$ cat config.mk
export PLATFORM = sky130hd
export DESIGN_NAME = threshold_cfg_sched
export DESIGN_NICKNAME = d
export VERILOG_FILES = /design/src/rtl/thr_pkg.sv /design/src/rtl/rr_arb2.sv /design/src/rtl/threshold_cfg_sched.sv
export SDC_FILE = /design/constraint.sdc
export NUM_CORES = 1
export LEC_CHECK = 0
export ABC_AREA = 1
export CAP_MARGIN = 5
export CORE_UTILIZATION = 64
export DETAILED_ROUTE_END_ITERATION = 8
export DONT_BUFFER_PORTS = 1
export GPL_ROUTABILITY_DRIVEN = 1
export PLACE_DENSITY = 0.81
export SLEW_MARGIN = 20
export SYNTH_ARGS = -nofsm -noshare
export SYNTH_HDL_FRONTEND = slang
export SYNTH_SLANG_ARGS = --single-unit
export TNS_END_PERCENT = 20
$ cat constraint.sdc
create_clock -name clk -period 3.4 [get_ports clk]
set_input_delay 0.34 -clock clk [delete_from_list [all_inputs] [get_ports clk]]
set_output_delay 0.34 -clock clk [all_outputs]
set_load 0.005 [all_outputs]
$ cat src/rtl/thr_pkg.sv
// rtl/thr_pkg.sv - shared types and helpers for the threshold config scheduler
package thr_pkg;

  localparam int THR_TYPES = 4;

  typedef enum logic [1:0] {
    Y_HI = 2'd0,
    Y_LO = 2'd1,
    CB   = 2'd2,
    CR   = 2'd3
  } thr_type_e;

  typedef enum logic [1:0] {
    ST_IDLE,
    ST_ARMED,
    ST_ISSUE,
    ST_GAP
  } state_e;

  function automatic logic [1:0] lowest_dirty(input logic [THR_TYPES-1:0] d);
    logic [1:0] idx;
    idx = 2'd0;
    for (int i = THR_TYPES - 1; i >= 0; i--) begin
      if (d[i]) idx = 2'(i);
    end
    return idx;
  endfunction

  function automatic logic [2:0] popcount4(input logic [THR_TYPES-1:0] d);
    logic [2:0] n;
    n = 3'd0;
    for (int i = 0; i < THR_TYPES; i++) begin
      n = n + {2'b00, d[i]};
    end
    return n;
  endfunction

endpackage

$ cat src/rtl/rr_arb2.sv
// rtl/rr_arb2.sv - two-way round-robin arbiter with registered last grant
module rr_arb2 (
  input  logic clk,
  input  logic rst,
  input  logic en,
  input  logic req0,
  input  logic req1,
  output logic rdy0,
  output logic rdy1,
  output logic gnt0,
  output logic gnt1
);

  logic last_grant;
  logic conflict;

  // On a conflict the port that was not granted most recently wins.
  assign conflict = req0 & req1;
  assign rdy0 = en & ~(conflict & ~last_grant);
  assign rdy1 = en & ~(conflict & last_grant);
  assign gnt0 = rdy0 & req0;
  assign gnt1 = rdy1 & req1;

  always_ff @(posedge clk or posedge rst) begin
    if (rst) begin
      last_grant <= 1'b1;
    end else if (gnt0 | gnt1) begin
      last_grant <= gnt1;
    end
  end

endmodule

$ cat src/rtl/threshold_cfg_sched.sv
// rtl/threshold_cfg_sched.sv - shadow threshold table replayed at frame boundaries
module threshold_cfg_sched
  import thr_pkg::*;
#(
  parameter int             DW              = 9,
  parameter logic [DW-1:0]  MAX_VAL         = 9'd255,
  parameter int             GAP             = 2,
  parameter bit             COMMIT_ON_FRAME = 1'b1
) (
  input  logic          clk,
  input  logic          rst,
  input  logic          req0_vld,
  input  logic [DW-1:0] req0_data,
  input  logic [1:0]    req0_type,
  output logic          req0_rdy,
  input  logic          req1_vld,
  input  logic [DW-1:0] req1_data,
  input  logic [1:0]    req1_type,
  output logic          req1_rdy,
  input  logic          frame_done_in,
  output logic [DW-1:0] threshold_data,
  output logic [1:0]    threshold_type,
  output logic          threshold_vld,
  output logic          commit_done,
  output logic [2:0]    pending
);

  localparam logic [3:0] GAP_LAST = 4'(GAP - 1);

  state_e                 state, state_d;
  logic [DW-1:0]          entry [THR_TYPES];
  logic [THR_TYPES-1:0]   dirty, dirty_d;
  logic [3:0]             gap_cnt;
  logic                   rdy_en;
  logic [DW-1:0]          last_data;
  logic [1:0]             last_type;
  logic                   accept_en, gnt0, gnt1, wr_en, issue, last_one;
  logic [1:0]             sel, wr_type;
  logic [DW-1:0]          wr_raw, wr_data;

  // rdy_en keeps both rdy outputs low until the first edge after reset.
  assign accept_en = rdy_en & ((state == ST_IDLE) | (state == ST_ARMED));

  rr_arb2 u_arb (
    .clk  (clk),
    .rst  (rst),
    .en   (accept_en),
    .req0 (req0_vld),
    .req1 (req1_vld),
    .rdy0 (req0_rdy),
    .rdy1 (req1_rdy),
    .gnt0 (gnt0),
    .gnt1 (gnt1)
  );

  assign wr_en   = gnt0 | gnt1;
  assign wr_type = gnt1 ? req1_type : req0_type;
  assign wr_raw  = gnt1 ? req1_data : req0_data;
  assign wr_data = (wr_raw > MAX_VAL) ? MAX_VAL : wr_raw;

  assign issue    = (state == ST_ISSUE);
  assign sel      = lowest_dirty(dirty);
  assign last_one = (dirty & ~(4'b0001 << sel)) == 4'b0000;

  assign threshold_vld  = issue;
  assign threshold_data = issue ? entry[sel] : last_data;
  assign threshold_type = issue ? sel : last_type;
  assign commit_done    = issue & last_one;

  always_comb begin
    dirty_d = dirty;
    if (issue) dirty_d[sel] = 1'b0;
    if (wr_en) dirty_d[wr_type] = 1'b1;
  end

  always_comb begin
    state_d = state;
    unique case (state)
      ST_IDLE:  if (|dirty) state_d = ST_ARMED;
      ST_ARMED: if (!COMMIT_ON_FRAME || frame_done_in) state_d = ST_ISSUE;
      ST_ISSUE: begin
        if (last_one)      state_d = ST_IDLE;
        else if (GAP == 0) state_d = ST_ISSUE;
        else               state_d = ST_GAP;
      end
      ST_GAP:   if (gap_cnt == GAP_LAST) state_d = ST_ISSUE;
      default:  state_d = ST_IDLE;
    endcase
  end

  always_ff @(posedge clk or posedge rst) begin
    if (rst) begin
      state     <= ST_IDLE;
      dirty     <= '0;
      pending   <= 3'd0;
      gap_cnt   <= 4'd0;
      rdy_en    <= 1'b0;
      last_data <= '0;
      last_type <= 2'd0;
      for (int i = 0; i < THR_TYPES; i++) entry[i] <= '0;
    end else begin
      state   <= state_d;
      dirty   <= dirty_d;
      pending <= popcount4(dirty_d);
      rdy_en  <= 1'b1;
      gap_cnt <= (state == ST_GAP) ? gap_cnt + 4'd1 : 4'd0;
      if (issue) begin
        last_data <= entry[sel];
        last_type <= sel;
      end
      if (wr_en) entry[wr_type] <= wr_data;
    end
  end

endmodule

# Word-level counts from Yosys, hierarchy flattened
# Cells that the tools add are included.
[totals] regBits=62 wordCells=87 input_bits=27
[classes] n_eq_ne=7 magnitude_cmp=8 n_mux=27 shift=1 n_reduce_logical=7 addsub=4 n_bitwise=21
[ops] cell="2-to-1 mux 9 bit" n=6
[ops] cell="bitwise mux 36 bit" n=1
[ops] cell="2-to-1 mux 2 bit" n=10
[ops] cell="binary-select mux 9 bit (select 2 bit)" n=1
[ops] cell="demux 9 bit (select 2 bit)" n=1
[ops] cell="2-to-1 mux 4 bit" n=3
[ops] cell="bitwise AND 1 bit" n=9
[ops] cell="> comparator 9 x 8 -> 1 bit, second input constant" n=1
[ops] cell="bitwise AND 4 bit" n=2
[ops] cell="inverter 4 bit" n=2
[ops] cell="one-hot mux 2 bit (4 select lines)" n=1
[ops] cell=">= comparator 3 bit, second input constant" n=2
[ops] cell="< comparator 2 x 3 -> 1 bit, second input constant" n=2
[ops] cell="inverter 2 -> 3 bit" n=2
[ops] cell="adder 4 x 1 -> 4 bit, second input constant" n=1
[ops] cell="demux 1 bit (select 2 bit)" n=2
[ops] cell="equality test 2 bit, second input constant" n=2
[ops] cell="equality test 4 x 1 -> 1 bit, second input constant" n=1
[ops] cell=">= comparator 2 x 1 -> 1 bit, second input constant" n=2
[ops] cell="logical NOT 4 bit" n=1
[ops] cell="inequality test 2 bit, second input constant" n=2
[ops] cell="bitwise OR 4 bit" n=1
[ops] cell="OR reduction 4 bit" n=1
[ops] cell="<< shifter 1 x 2 -> 4 bit, first input constant" n=1
[ops] cell="other kinds (12)" n=18

# Depth between registers and ports, before layout
# Gate-level depths: netlist (run 1).
[logic_depth] word_depth=16 depth_mapped=11 ltp_nobuf=10

# Hierarchy
# A second synthesis (run 1) with hierarchy kept.
[unflattened] cells_unflattened=383 hier_area_um2=3148.0
[modules_own_cells] module="threshold_cfg_sched" cells_per_inst=367 instances=1 seq_area_each_um2=1526.5 area_per_inst_um2=3057.9
[modules_own_cells] module="rr_arb2" cells_per_inst=16 instances=1 seq_area_each_um2=26.3 area_per_inst_um2=90.1

# Worst setup path before layout (run 1)
# OpenSTA, ideal clock, no wires.
[synth_timing] path_kind="register to register" start="reg state[1]" end="reg pending[1]" arrival_time_ns=2.200 stages_incl_launch_ff=11 period_less_slack_ns=2.326 path_slack_ns=1.074 setup_time_ns=0.126 path_cell_list="dfrtp_1 -> nor2_8 -> nand3_4 -> nand2_1 -> nand2_1 -> buf_4 -> nand3_2 -> o21ai_0 -> fa_1 -> ha_1 -> ha_1"
[synth_via] elab_chain_cells=15
[synth_rtl] item="from (decl)" line_no="threshold_cfg_sched.sv:30" source="state_e state, state_d;"
[synth_rtl] item="from (signal assigned)" line_no="threshold_cfg_sched.sv:102" source="state <= state_d;"
[synth_rtl] item="equality test 2 x 1 -> 1 bit / logical NOT 2 bit (equally long branches)" line_no="threshold_cfg_sched.sv:42" source="assign accept_en = rdy_en & ((state == ST_IDLE) | (state == ST_ARMED));"
[synth_rtl] item="bitwise OR 1 bit" line_no="threshold_cfg_sched.sv:42"
[synth_rtl] item="bitwise AND 1 bit" line_no="threshold_cfg_sched.sv:42"
[synth_rtl] item="bitwise AND 1 bit" line_no="rr_arb2.sv:20" source="assign rdy1 = en & ~(conflict & last_grant);"
[synth_rtl] item="bitwise AND 1 bit" line_no="rr_arb2.sv:22" source="assign gnt1 = rdy1 & req1;"
[synth_rtl] item="2-to-1 mux 2 bit" line_no="threshold_cfg_sched.sv:57" source="assign wr_type = gnt1 ? req1_type : req0_type;"
[synth_rtl] item="< comparator 2 x 3 -> 1 bit (implied by the code) / >= comparator 2 x 1 -> 1 bit (equally long branches)" line_no="threshold_cfg_sched.sv:73" source="if (wr_en) dirty_d[wr_type] = 1'b1;"
[synth_rtl] item="logical AND 1 bit (implied by the code)" line_no="threshold_cfg_sched.sv:73"
[synth_rtl] item="2-to-1 mux 1 bit (implied by the code)" line_no="threshold_cfg_sched.sv:73"
[synth_rtl] item="demux 1 bit (select 2 bit)" line_no="threshold_cfg_sched.sv:73"
[synth_rtl] item="bitwise OR 4 bit (no line)"
[synth_rtl] item="2-to-1 mux 4 bit (*)" line_no="threshold_cfg_sched.sv:73"
[synth_rtl] item="via dirty_d[0]" line_no="threshold_cfg_sched.sv:32" source="logic [THR_TYPES-1:0] dirty, dirty_d;"
[synth_rtl] item="adder 1 x 1 -> 2 bit (*)" line_no="thr_pkg.sv:33" source="n = n + {2'b00, d[i]};"
[synth_rtl] item="adder 2 x 1 -> 3 bit (*)" line_no="thr_pkg.sv:33"
[synth_rtl] item="adder 3 x 1 -> 3 bit (*)" line_no="thr_pkg.sv:33"
[synth_rtl] item="to (signal assigned)" line_no="threshold_cfg_sched.sv:104" source="pending <= popcount4(dirty_d);"
[synth_rtl] item="to (decl)" line_no="threshold_cfg_sched.sv:25" source="output logic [2:0] pending"
# The timed path passes the listed nets; every way through them passes the cells marked *.
# A chain may end at the register's enable or synchronous reset.

# Worst setup path in the final report (run 1)
[layout_timing] start="reg u_arb.last_grant" end="reg pending[1]"
[layout_via] elab_chain_cells=14
[layout_rtl] item="from (decl)" line_no="rr_arb2.sv:14" source="logic last_grant;"
[layout_rtl] item="from (signal assigned)" line_no="rr_arb2.sv:28" source="last_grant <= gnt1;"
[layout_rtl] item="bitwise AND 1 bit" line_no="rr_arb2.sv:20"
[layout_rtl] item="inverter 1 bit" line_no="rr_arb2.sv:20"
[layout_rtl] item="bitwise AND 1 bit" line_no="rr_arb2.sv:20"
[layout_rtl] item="bitwise AND 1 bit" line_no="rr_arb2.sv:22"
[layout_rtl] item="2-to-1 mux 2 bit" line_no="threshold_cfg_sched.sv:57"
[layout_rtl] item="< comparator 2 x 3 -> 1 bit (implied by the code) / >= comparator 2 x 1 -> 1 bit (equally long branches)" line_no="threshold_cfg_sched.sv:73"
[layout_rtl] item="logical AND 1 bit (implied by the code)" line_no="threshold_cfg_sched.sv:73"
[layout_rtl] item="2-to-1 mux 1 bit (implied by the code)" line_no="threshold_cfg_sched.sv:73"
[layout_rtl] item="demux 1 bit (select 2 bit)" line_no="threshold_cfg_sched.sv:73"
[layout_rtl] item="bitwise OR 4 bit (no line)"
[layout_rtl] item="2-to-1 mux 4 bit (*)" line_no="threshold_cfg_sched.sv:73"
[layout_rtl] item="via dirty_d[0]" line_no="threshold_cfg_sched.sv:32"
[layout_rtl] item="adder 1 x 1 -> 2 bit (*)" line_no="thr_pkg.sv:33"
[layout_rtl] item="adder 2 x 1 -> 3 bit (*)" line_no="thr_pkg.sv:33"
[layout_rtl] item="adder 3 x 1 -> 3 bit (*)" line_no="thr_pkg.sv:33"
# Marks and branches as above.

==> summary.txt, run 1 <==
Floorplanning
  – Initial Utilization: 0.663
  – Die Wd: approximately 74 µm
  – Core Region: ~0.005 mm²
  – # IOs: 45
  – Die Ht: about 74 µm
  – Row Count: 26
  – Die footprint: between 0.005 and 0.006 mm²

Clock network
  – Worst skew pair latency: between 0.3 and 0.4 ns
  – Root Driver: clkbuf_8
  – Hold buffer count at cts: 0
  – Clock slew at reported path FFs: about 0.070 ns
  – Htree depth: 3
  – Sink Count: 62
  – Number of buffers created by CTS: 9
  – CTS tree: built
  – Clk buf depth: 2
  – Cts repair resizes: 0
  – Post-CTS Setup Bufs: 0

Placement
  – Final Wtd Congestion: 0.794
  – Hpwl dp: roughly 4800 µm
  – Dpl cells: approximately 480
  – Post-place setup slack: 0.643 ns
  – DP Area: 0.00337 mm²
  – IO buf count: 0

Routing
  – DR WL met3: around 430 µm
  – DR iter-0 viols: ~170
  – Routed vias/inst: 5.35
  – Drt drc: 0
  – DRT Pass-1 Iters: 5
  – Vias: 2629
  – M1 wire length: 3190 µm
  – Metal2 WL: 3000 µm
  – Wire length per cell: approximately 14 µm
  – Post-route antenna net violation count: 0
  – Max layer used: met4
  – Routed wire length: ~6700 µm

Power and ir drop
  – Tot Pwr: between 3 and 4 mW
  – PwrDens: between 800 and 900 mW/mm²
  – Maximum vdd drop: about 0.40 mV
  – Cell leakage power: approximately 2.0 nW

Synthesis
  – Cell count after synthesis: about 420
  – Sequential share of the synthesized area: 0.462
  – Avg Cell Area, Syn: around 8 µm²
  – #FFs+latches synth: 62
  – Synth top area cells: dfrtp_1 45%, nand2_1 16%, nand3_1 7.9%
  – Post-synth top area share: 0.454
  – Asr flop ratio synth: 1.00
  – Post-Syn Nets: 451
  – Distinct cell type count of the synthesized netlist: 35
  – Post-synth top area cell: dfrtp_1
  – Synth warn: 0
  – Post-Synthesis Cell Area: approximately 0.0034 mm²
  – Main synth FF type: dfrtp_1
  – Number of synthesized flops with an enable pin: 0

GRT
  – GRT overflow: 0
  – Largest net degree at the start of global routing: 35
  – Initial antenna violation count: 0
  – Overall Global Routing Usage: 0.273
  – Global-route wire length before repair: about 11000 µm
  – Vias in the first global route: between 2000 and 2500

Flow run
  – Max cap viols: 0

Critical path
  – CP Class: reg -> reg
  – Delay-heaviest family, CP: simple AND/OR/NAND/NOR gates
  – Worst-path maximum fanout: 15
  – Slowest CP cell: dfstp_2
  – CP Cell Sequence: nand3_2, nand3_4, nand2_1, nand2_2, nand3_2, o21ai_0, fa_1, ha_1, ha_1
  – Data required, critical path: 3.63 ns
  – CP peak stage delay: ~0.54 ns
  – Worst Setup SP: u_arb.last_grant
  – Nature of the critical path startpoint: register
  – RR Startpoint: u_arb.last_grant
  – Crit path buf inv count: 0
  – Worst EP arrival: 3.00 ns
  – Element type at the critical path end: register

STA
  – Final hold violations: 33
  – Period minus WS final: 2.77 ns
  – Setup Total Neg Slack: 0 ns
  – Fin Hold WS: -0.0175 ns
  – RSZ-0062 raised after global routing: no
  – Setup violators final: 0
  – Fin Clk Skew: a little under 0.009 ns
  – Period utilization: 0.815
  – Tightest Pin Transition: 0.685 ns
  – Max Freq: between 300 and 400 MHz
  – Slew Limit Fails: 0
  – Max_slew headroom: 0.543
  – Setup WS post-layout: about 0.63 ns

Cells and area
  – Final Net Count: 450
  – Layout overhead on the synthesized area: 4.76%
  – Post-layout util: 0.694
  – Share of layout cells above drive strength 1: 0.112
  – # diodes: 0
  – Design area: 0.00352 mm²
  – Layout Cells excl Fill: 491
  – Most frequent cells in the layout: 140 x nand2_1, 61 x dfrtp_1, 54 x inv_1
  – Commonest non-fill, non-tap cell in the layout: nand2_1

Status
  – Run status: finished with violations
  – Failing checks: hold timing

Min path
  – Worst Hold Class: in -> async
==> worst paths after layout <==
path	end	cells after the start	slack, ns
min	entry[17]	1	-0.02
max reg2reg	pending[1]	9	0.63
max	pending[1]	9	0.63
min reg2reg	entry[18]	2	0.48
min in group clk	u_arb.last_grant	2	0.28
max in group asynchronous	u_arb.last_grant	2	2.54
==> state kept, by name, summed over array words and instances, names as in the netlist <==
name	count
last_data	9
rdy_en	1
dirty	4
pending	3
gap_cnt	4
last_type	2
entry	36
u_arb.last_grant	1
state	2
==> report_power, final <==
group          total [mW]  leakage (nW)  internal, mW  switching, mW
sequential           1.27         0.775          1.07          0.203
combinational        1.31          1.10         0.430          0.878
clock               0.532        0.0821         0.274          0.259
total                3.11          1.96          1.77           1.34
==> logic make-up (layout without fill, tap and decap cells) <==
family,count (synthesis),count (layout),share of synthesized area
simple gates,247,247,0.356
buf+inv,75,77,0.101
flops,62,62,0.462
compound gates,27,27,0.0547
fa+ha+maj,5,5,0.0208
xor+xnor,2,2,0.00521
other cells,1,1,0.00112
==> routing by layer <==
metal  track usage  vias up
met1         0.384     1208
met5             0        -
met3        0.0786        7
met2         0.407       82
met4        0.0881        0
li1              -     1332
==> worst register-to-register path: cells and delay by family, from the launching register on <==
kind / cells / cell delay [ns]
simple gates: 5 / 0.97
fa+ha+maj: 3 / 0.93
compound gates: 1 / 0.23
flops: 1 / 0.54
==> layout make-up <==
cell class                 count  area [µm²]
clock buffer                  12         145
sequential                    62        1550
tap                           70        87.6
fill                         426        1550
timing repair buffer           4        30.0
clock inverter                 2        10.0
inverter                      59         226
multi-input combinational    282        1470
==> synth_stat cells, types with 2 or more instances <==
cell,number
nor2_8,4
o211ai_1,10
ha_1,4
buf_4,5
nand4_1,12
nand2_1,140
nand3b_1,4
clkbuf_1,4
o21ai_0,7
dfrtp_1,61
buf_2,3
nand2_2,12
inv_1,55
inv_2,2
buf_6,4
nand3_1,53
a21oi_1,4
a21boi_0,2
nand3_2,5
nor2_1,13
(Power assumes the default switching activity.)
==> run 2: changes to the inputs <==
--- a/config.mk
+++ b/config.mk
@@ -7,11 +7,11 @@
 export LEC_CHECK = 0
 export ABC_AREA = 1
 export CAP_MARGIN = 5
-export CORE_UTILIZATION = 64
+export CORE_UTILIZATION = 63
 export DETAILED_ROUTE_END_ITERATION = 8
 export DONT_BUFFER_PORTS = 1
 export GPL_ROUTABILITY_DRIVEN = 1
-export PLACE_DENSITY = 0.81
+export PLACE_DENSITY = 0.8
 export SLEW_MARGIN = 20
 export SYNTH_ARGS = -nofsm -noshare
 export SYNTH_HDL_FRONTEND = slang
==> constraint.sdc (replaced) <==
create_clock -name clk -period 2.7 [get_ports clk]
set_input_delay 0.27 -clock clk [delete_from_list [all_inputs] [get_ports clk]]
set_output_delay 0.27 -clock clk [all_outputs]
set_load 0.005 [all_outputs]
==> summary.txt, run 2 (synthesis results as in run 1) <==
Status
  – Run status: finished clean

Placement
  – Post-place setup slack: ~0.063 ns
  – Hpwl dp: between 4000 and 5000 µm
  – Dpl cells: around 480
  – Final Wtd Congestion: about 0.83
  – IO buf count: 0

Cells and area
  – Most frequent cells in the layout: 140 x nand2_1, 61 x dfrtp_1, 54 x inv_1
  – Layout overhead on the synthesized area: 7.44%
  – Top reg by flops: entry
  – Largest regs: entry: 36 flops, last_data: 9 flops
  – Final Net Count: between 400 and 500
  – Commonest non-fill, non-tap cell in the layout: nand2_1
  – Max reg flops: 36
  – Layout Cells excl Fill: 498
  – # diodes: 0
  – Share of layout cells above drive strength 1: 0.129

GRT
  – Vias in the first global route: about 2300
  – Global-route wire length before repair: between 10000 and 15000 µm
  – GRT overflow: 0
  – Largest net degree at the start of global routing: 63
  – Initial antenna violation count: 0
  – Overall Global Routing Usage: 0.272

Clock network
  – Clk buf depth: 2
  – CTS tree: built
  – Root Driver: clkbuf_8
  – Worst skew pair latency: about 0.34 ns
  – Sink Count: between 60 and 70
  – Number of buffers created by CTS: 9
  – Clock slew at reported path FFs: roughly 0.070 ns
  – Hold buffer count at cts: 0
  – Htree depth: 3

STA
  – Fin Clk Skew: ~0.0054 ns
  – Setup Total Neg Slack: 0 ns
  – Tightest Pin Transition: slightly below 0.8 ns
  – Max_slew headroom: 0.484
  – Final hold violations: 0
  – Max Freq: 401 MHz
  – Setup WS post-layout: between 0.2 and 0.25 ns
  – Slew Limit Fails: 0
  – Period minus WS final: around 2.5 ns
  – RSZ-0062 raised after global routing: no
  – Setup violators final: 0
  – Period utilization: 0.923

Critical path
  – Data required, critical path: 2.92 ns
  – Nature of the critical path startpoint: register
  – CP Class: reg -> reg
  – Element type at the critical path end: register
  – Reg2Reg Setup Slack: 0.21 ns
  – Worst-path maximum fanout: 14
  – Worst EP arrival: approximately 2.7 ns

Floorplanning
  – Core Region: 0.00514 mm²
  – Initial Utilization: 0.654
  – Row Count: 26
  – Die Wd: 75.1 µm
  – Die Ht: about 75 µm
  – Die footprint: around 0.0056 mm²
  – # IOs: 45

Min path
  – Worst Hold Class: in -> async

Power and ir drop
  – Switching Share: 0.423
  – Clock network fraction of total power: 0.200
  – Logic pwr share: 0.416
  – Maximum vdd drop: between 0.5 and 0.6 mV
  – Sequential power share: 0.385
  – Psw: roughly 1.7 mW
  – Internal Pwr Total: about 2.4 mW
  – PwrDens: ~1100 mW/mm²
  – Cell leakage power: between 2 and 2.5 nW
  – Tot Pwr: 4.12 mW

Routing
  – Drt drc: 0
  – Vias: between 2000 and 3000
  – DRT Pass-1 Iters: 5
  – Routed wire length: between 6000 and 7000 µm
  – Post-route antenna net violation count: 0
  – DR iter-0 viols: 197
  – Wire length per cell: 14.0 µm
  – Routed vias/inst: 5.39

Flow run
  – Max cap viols: 0
[run 2: layer usage]
metal / share of wire / track usage / vias up
met5: 0 / 0 / -
met4: 0.017 / 0.101 / 0
met3: 0.060 / 0.0509 / 10
met2: 0.45 / 0.402 / 97
met1: 0.47 / 0.400 / 1234
li1: - / - / 1344
[run 2: worst paths after layout]
| kind | start | to | cells after the start |
|---|---|---|---|
| max | state[1] | pending[1] | 9 |
| min | rst | last_data[7] | 2 |
| max reg2reg | state[1] | pending[1] | 9 |
| min reg2reg | entry[24] | entry[24] | 2 |
| max in group asynchronous | rst | entry[16] | 2 |
| min in group clk | req1_vld | u_arb.last_grant | 2 |
[run 2: power groups by stage]
stage	combinational, mW	clock, mW	sequential [mW]
after CTS	1.71	0.824	1.58
after detailed placement	1.69	0	1.59
final	1.71	0.823	1.58
after floorplan	1.41	0	1.53
after global routing	1.97	0.867	1.64
after global placement	1.63	0	1.57
[run 2: critical path, stage by stage, from the launching register on]
cell,delay [ns]
dfrtp_1,0.50
nor2_8,0.19
nand3_4,0.18
nand2_1,0.12
nand2_2,0.12
nand3_2,0.11
o21ai_0,0.16
fa_1,0.51
ha_1,0.20
ha_1,0.28
[run 2: layout make-up]
class | count | area (µm²)
Sequential cell | 62 | 1550
Fill cell | 431 | 1530
Multi-Input combinational cell | 282 | 1480
Inverter | 59 | 226
Clock buffer | 12 | 155
Tap cell | 70 | 87.6
Timing Repair Buffer | 9 | 67.6
Clock inverter | 4 | 45.0
[run 2: metrics by stage]
| stage | util | area [µm²] | hold WS [ns] |
|---|---|---|---|
| after floorplan | - | 3360 | 0.440 |
| after global placement | 0.661 | 3400 | 0.419 |
| after detailed placement | 0.661 | 3400 | 0.428 |
| after CTS | 0.700 | 3600 | 0.0640 |
| after global routing | 0.703 | 3610 | 0.122 |
| final | 0.703 | 3610 | 0.0121 |
[run 2: repair_timing]
| item | 4_1_cts | 5_1_grt |
|---|---|---|
| resized for setup | 0 | 1 |
| setup buffers | 0 | 1 |
| endpoints found under the setup margin | 0 | 2 |
==> run 3: changes to the inputs <==
--- a/config.mk
+++ b/config.mk
@@ -11,6 +11,7 @@
 export DETAILED_ROUTE_END_ITERATION = 8
 export DONT_BUFFER_PORTS = 1
 export GPL_ROUTABILITY_DRIVEN = 1
+export MAX_ROUTING_LAYER = met4
 export PLACE_DENSITY = 0.8
 export SLEW_MARGIN = 20
 export SYNTH_ARGS = -nofsm -noshare
==> summary.txt, run 3 (synthesis results as in run 1) <==
Floorplanning
  – Row Count: 26
  – # IOs: 45
  – Die Ht: around 75 µm
  – Die footprint: approximately 0.0056 mm²
  – Core Region: ~0.005 mm²
  – Die Wd: around 75 µm
  – Initial Utilization: 0.654

STA
  – Max_slew headroom: 0.486
  – Setup Total Neg Slack: 0 ns
  – Period utilization: 0.924
  – Max Freq: around 400 MHz
  – RSZ-0062 raised after global routing: no
  – Setup violators final: 0
  – Final hold violations: 0
  – Slew Limit Fails: 0
  – Period minus WS final: 2.49 ns
  – Tightest Pin Transition: 0.772 ns
  – Setup WS post-layout: roughly 0.21 ns
  – Fin Clk Skew: approximately 0.0054 ns
  – Fin Hold WS: 0.0104 ns

Clock network
  – Htree depth: 3
  – CTS tree: built
  – Clk buf depth: 2
  – Number of buffers created by CTS: 9
  – Worst skew pair latency: ~0.34 ns
  – Clock slew at reported path FFs: around 0.07 ns
  – Hold buffer count at cts: 0
  – Sink Count: 62
  – Root Driver: clkbuf_8

Cells and area
  – Most frequent cells in the layout: 140 x nand2_1, 61 x dfrtp_1, 54 x inv_1
  – Final Net Count: between 400 and 500
  – Filler Cell Count: about 430
  – Top reg by flops: entry
  – Max reg flops: 36
  – Share of layout cells above drive strength 1: 0.129
  – Layout overhead on the synthesized area: 7.44%
  – Largest regs: entry: 36 flops, last_data: 9 flops
  – # diodes: 0
  – Commonest non-fill, non-tap cell in the layout: nand2_1

GRT
  – GRT overflow: 0
  – Global-route wire length before repair: about 11000 µm
  – Overall Global Routing Usage: 0.281
  – Initial antenna violation count: 0
  – Vias in the first global route: between 2000 and 2500
  – Largest net degree at the start of global routing: 63

Critical path
  – Worst-path maximum fanout: 14
  – Data required, critical path: about 2.9 ns
  – Element type at the critical path end: register
  – Worst EP arrival: between 2 and 3 ns
  – CP Class: reg -> reg
  – Worst reg2reg path depth: 9
  – Nature of the critical path startpoint: register

Power and ir drop
  – Maximum vdd drop: between 0.5 and 0.6 mV
  – Cell leakage power: between 2 and 2.5 nW
  – PwrDens: 1140 mW/mm²
  – Tot Pwr: 4.12 mW

Routing
  – DRT Pass-1 Iters: 4
  – Routed wire length: between 6000 and 7000 µm
  – Post-route antenna net violation count: 0
  – Routed vias/inst: 5.39
  – Drt drc: 0
  – Vias: between 2000 and 3000
  – Wire length per cell: 14.0 µm
  – DR iter-0 viols: between 200 and 250

Status
  – Run status: finished clean

Placement
  – IO buf count: 0
  – Post-place setup slack: 0.0630 ns
  – Hpwl dp: between 4000 and 5000 µm
  – Final Wtd Congestion: 0.847

Min path
  – Worst Hold Class: in -> async

Flow run
  – Max cap viols: 0
==> run 3: power by group <==
part           total [mW]  switching [mW]  internal (mW)
Clock               0.821           0.349          0.472
Sequential           1.58           0.244           1.34
Combinational        1.71            1.15          0.564
==> run 3: metrics by stage <==
stage	cells	cell area, µm²	util
final	498	3610	0.703
after global routing	498	3610	0.703
after CTS	497	3600	0.700
after detailed placement	481	3400	0.661
after global placement	481	3400	0.661
after floorplan	419	3360	-
==> run 3: metal layers <==
metal / vias up / share of wire / track usage
li1: 1342 / - / -
met1: 1237 / 0.47 / 0.398
met2: 94 / 0.45 / 0.403
met3: 10 / 0.059 / 0.0509
met4: 0 / 0.015 / 0.101
met5: - / 0 / -
==> run 3: area by class of cell <==
class                      count  area [µm²]  area share
sequential                    62        1550       0.430
clock buffer                  12         155      0.0429
clock inverter                 4        45.0      0.0125
inverter                      59         226      0.0627
tap                           70        87.6      0.0242
multi-input combinational    282        1480       0.409
timing repair buffer           9        67.6      0.0187
==> run 3: timing repair <==
action,CTS,global route
gates resized for setup,0,1
setup buffers,0,1
setup endpoints to repair,0,2
==> run 3: critical path: stages, from the launching register on <==
cell and delay (ns):
dfrtp_1 0.50, nor2_8 0.19, nand3_4 0.18, nand2_1 0.12, nand2_2 0.12, nand3_2 0.11
o21ai_0 0.16, fa_1 0.51, ha_1 0.20, ha_1 0.28
==> run 3: worst paths after layout <==
check / from / to / slack [ns]
hold reg to reg: entry[24] / entry[24] / 0.47
min in group clk: req1_vld / u_arb.last_grant / 0.19
setup reg to reg: state[1] / pending[1] / 0.21
hold / removal: rst / last_data[7] / 0.01
max in group asynchronous: rst / entry[12] / 2.16
setup / recovery: state[1] / pending[1] / 0.21
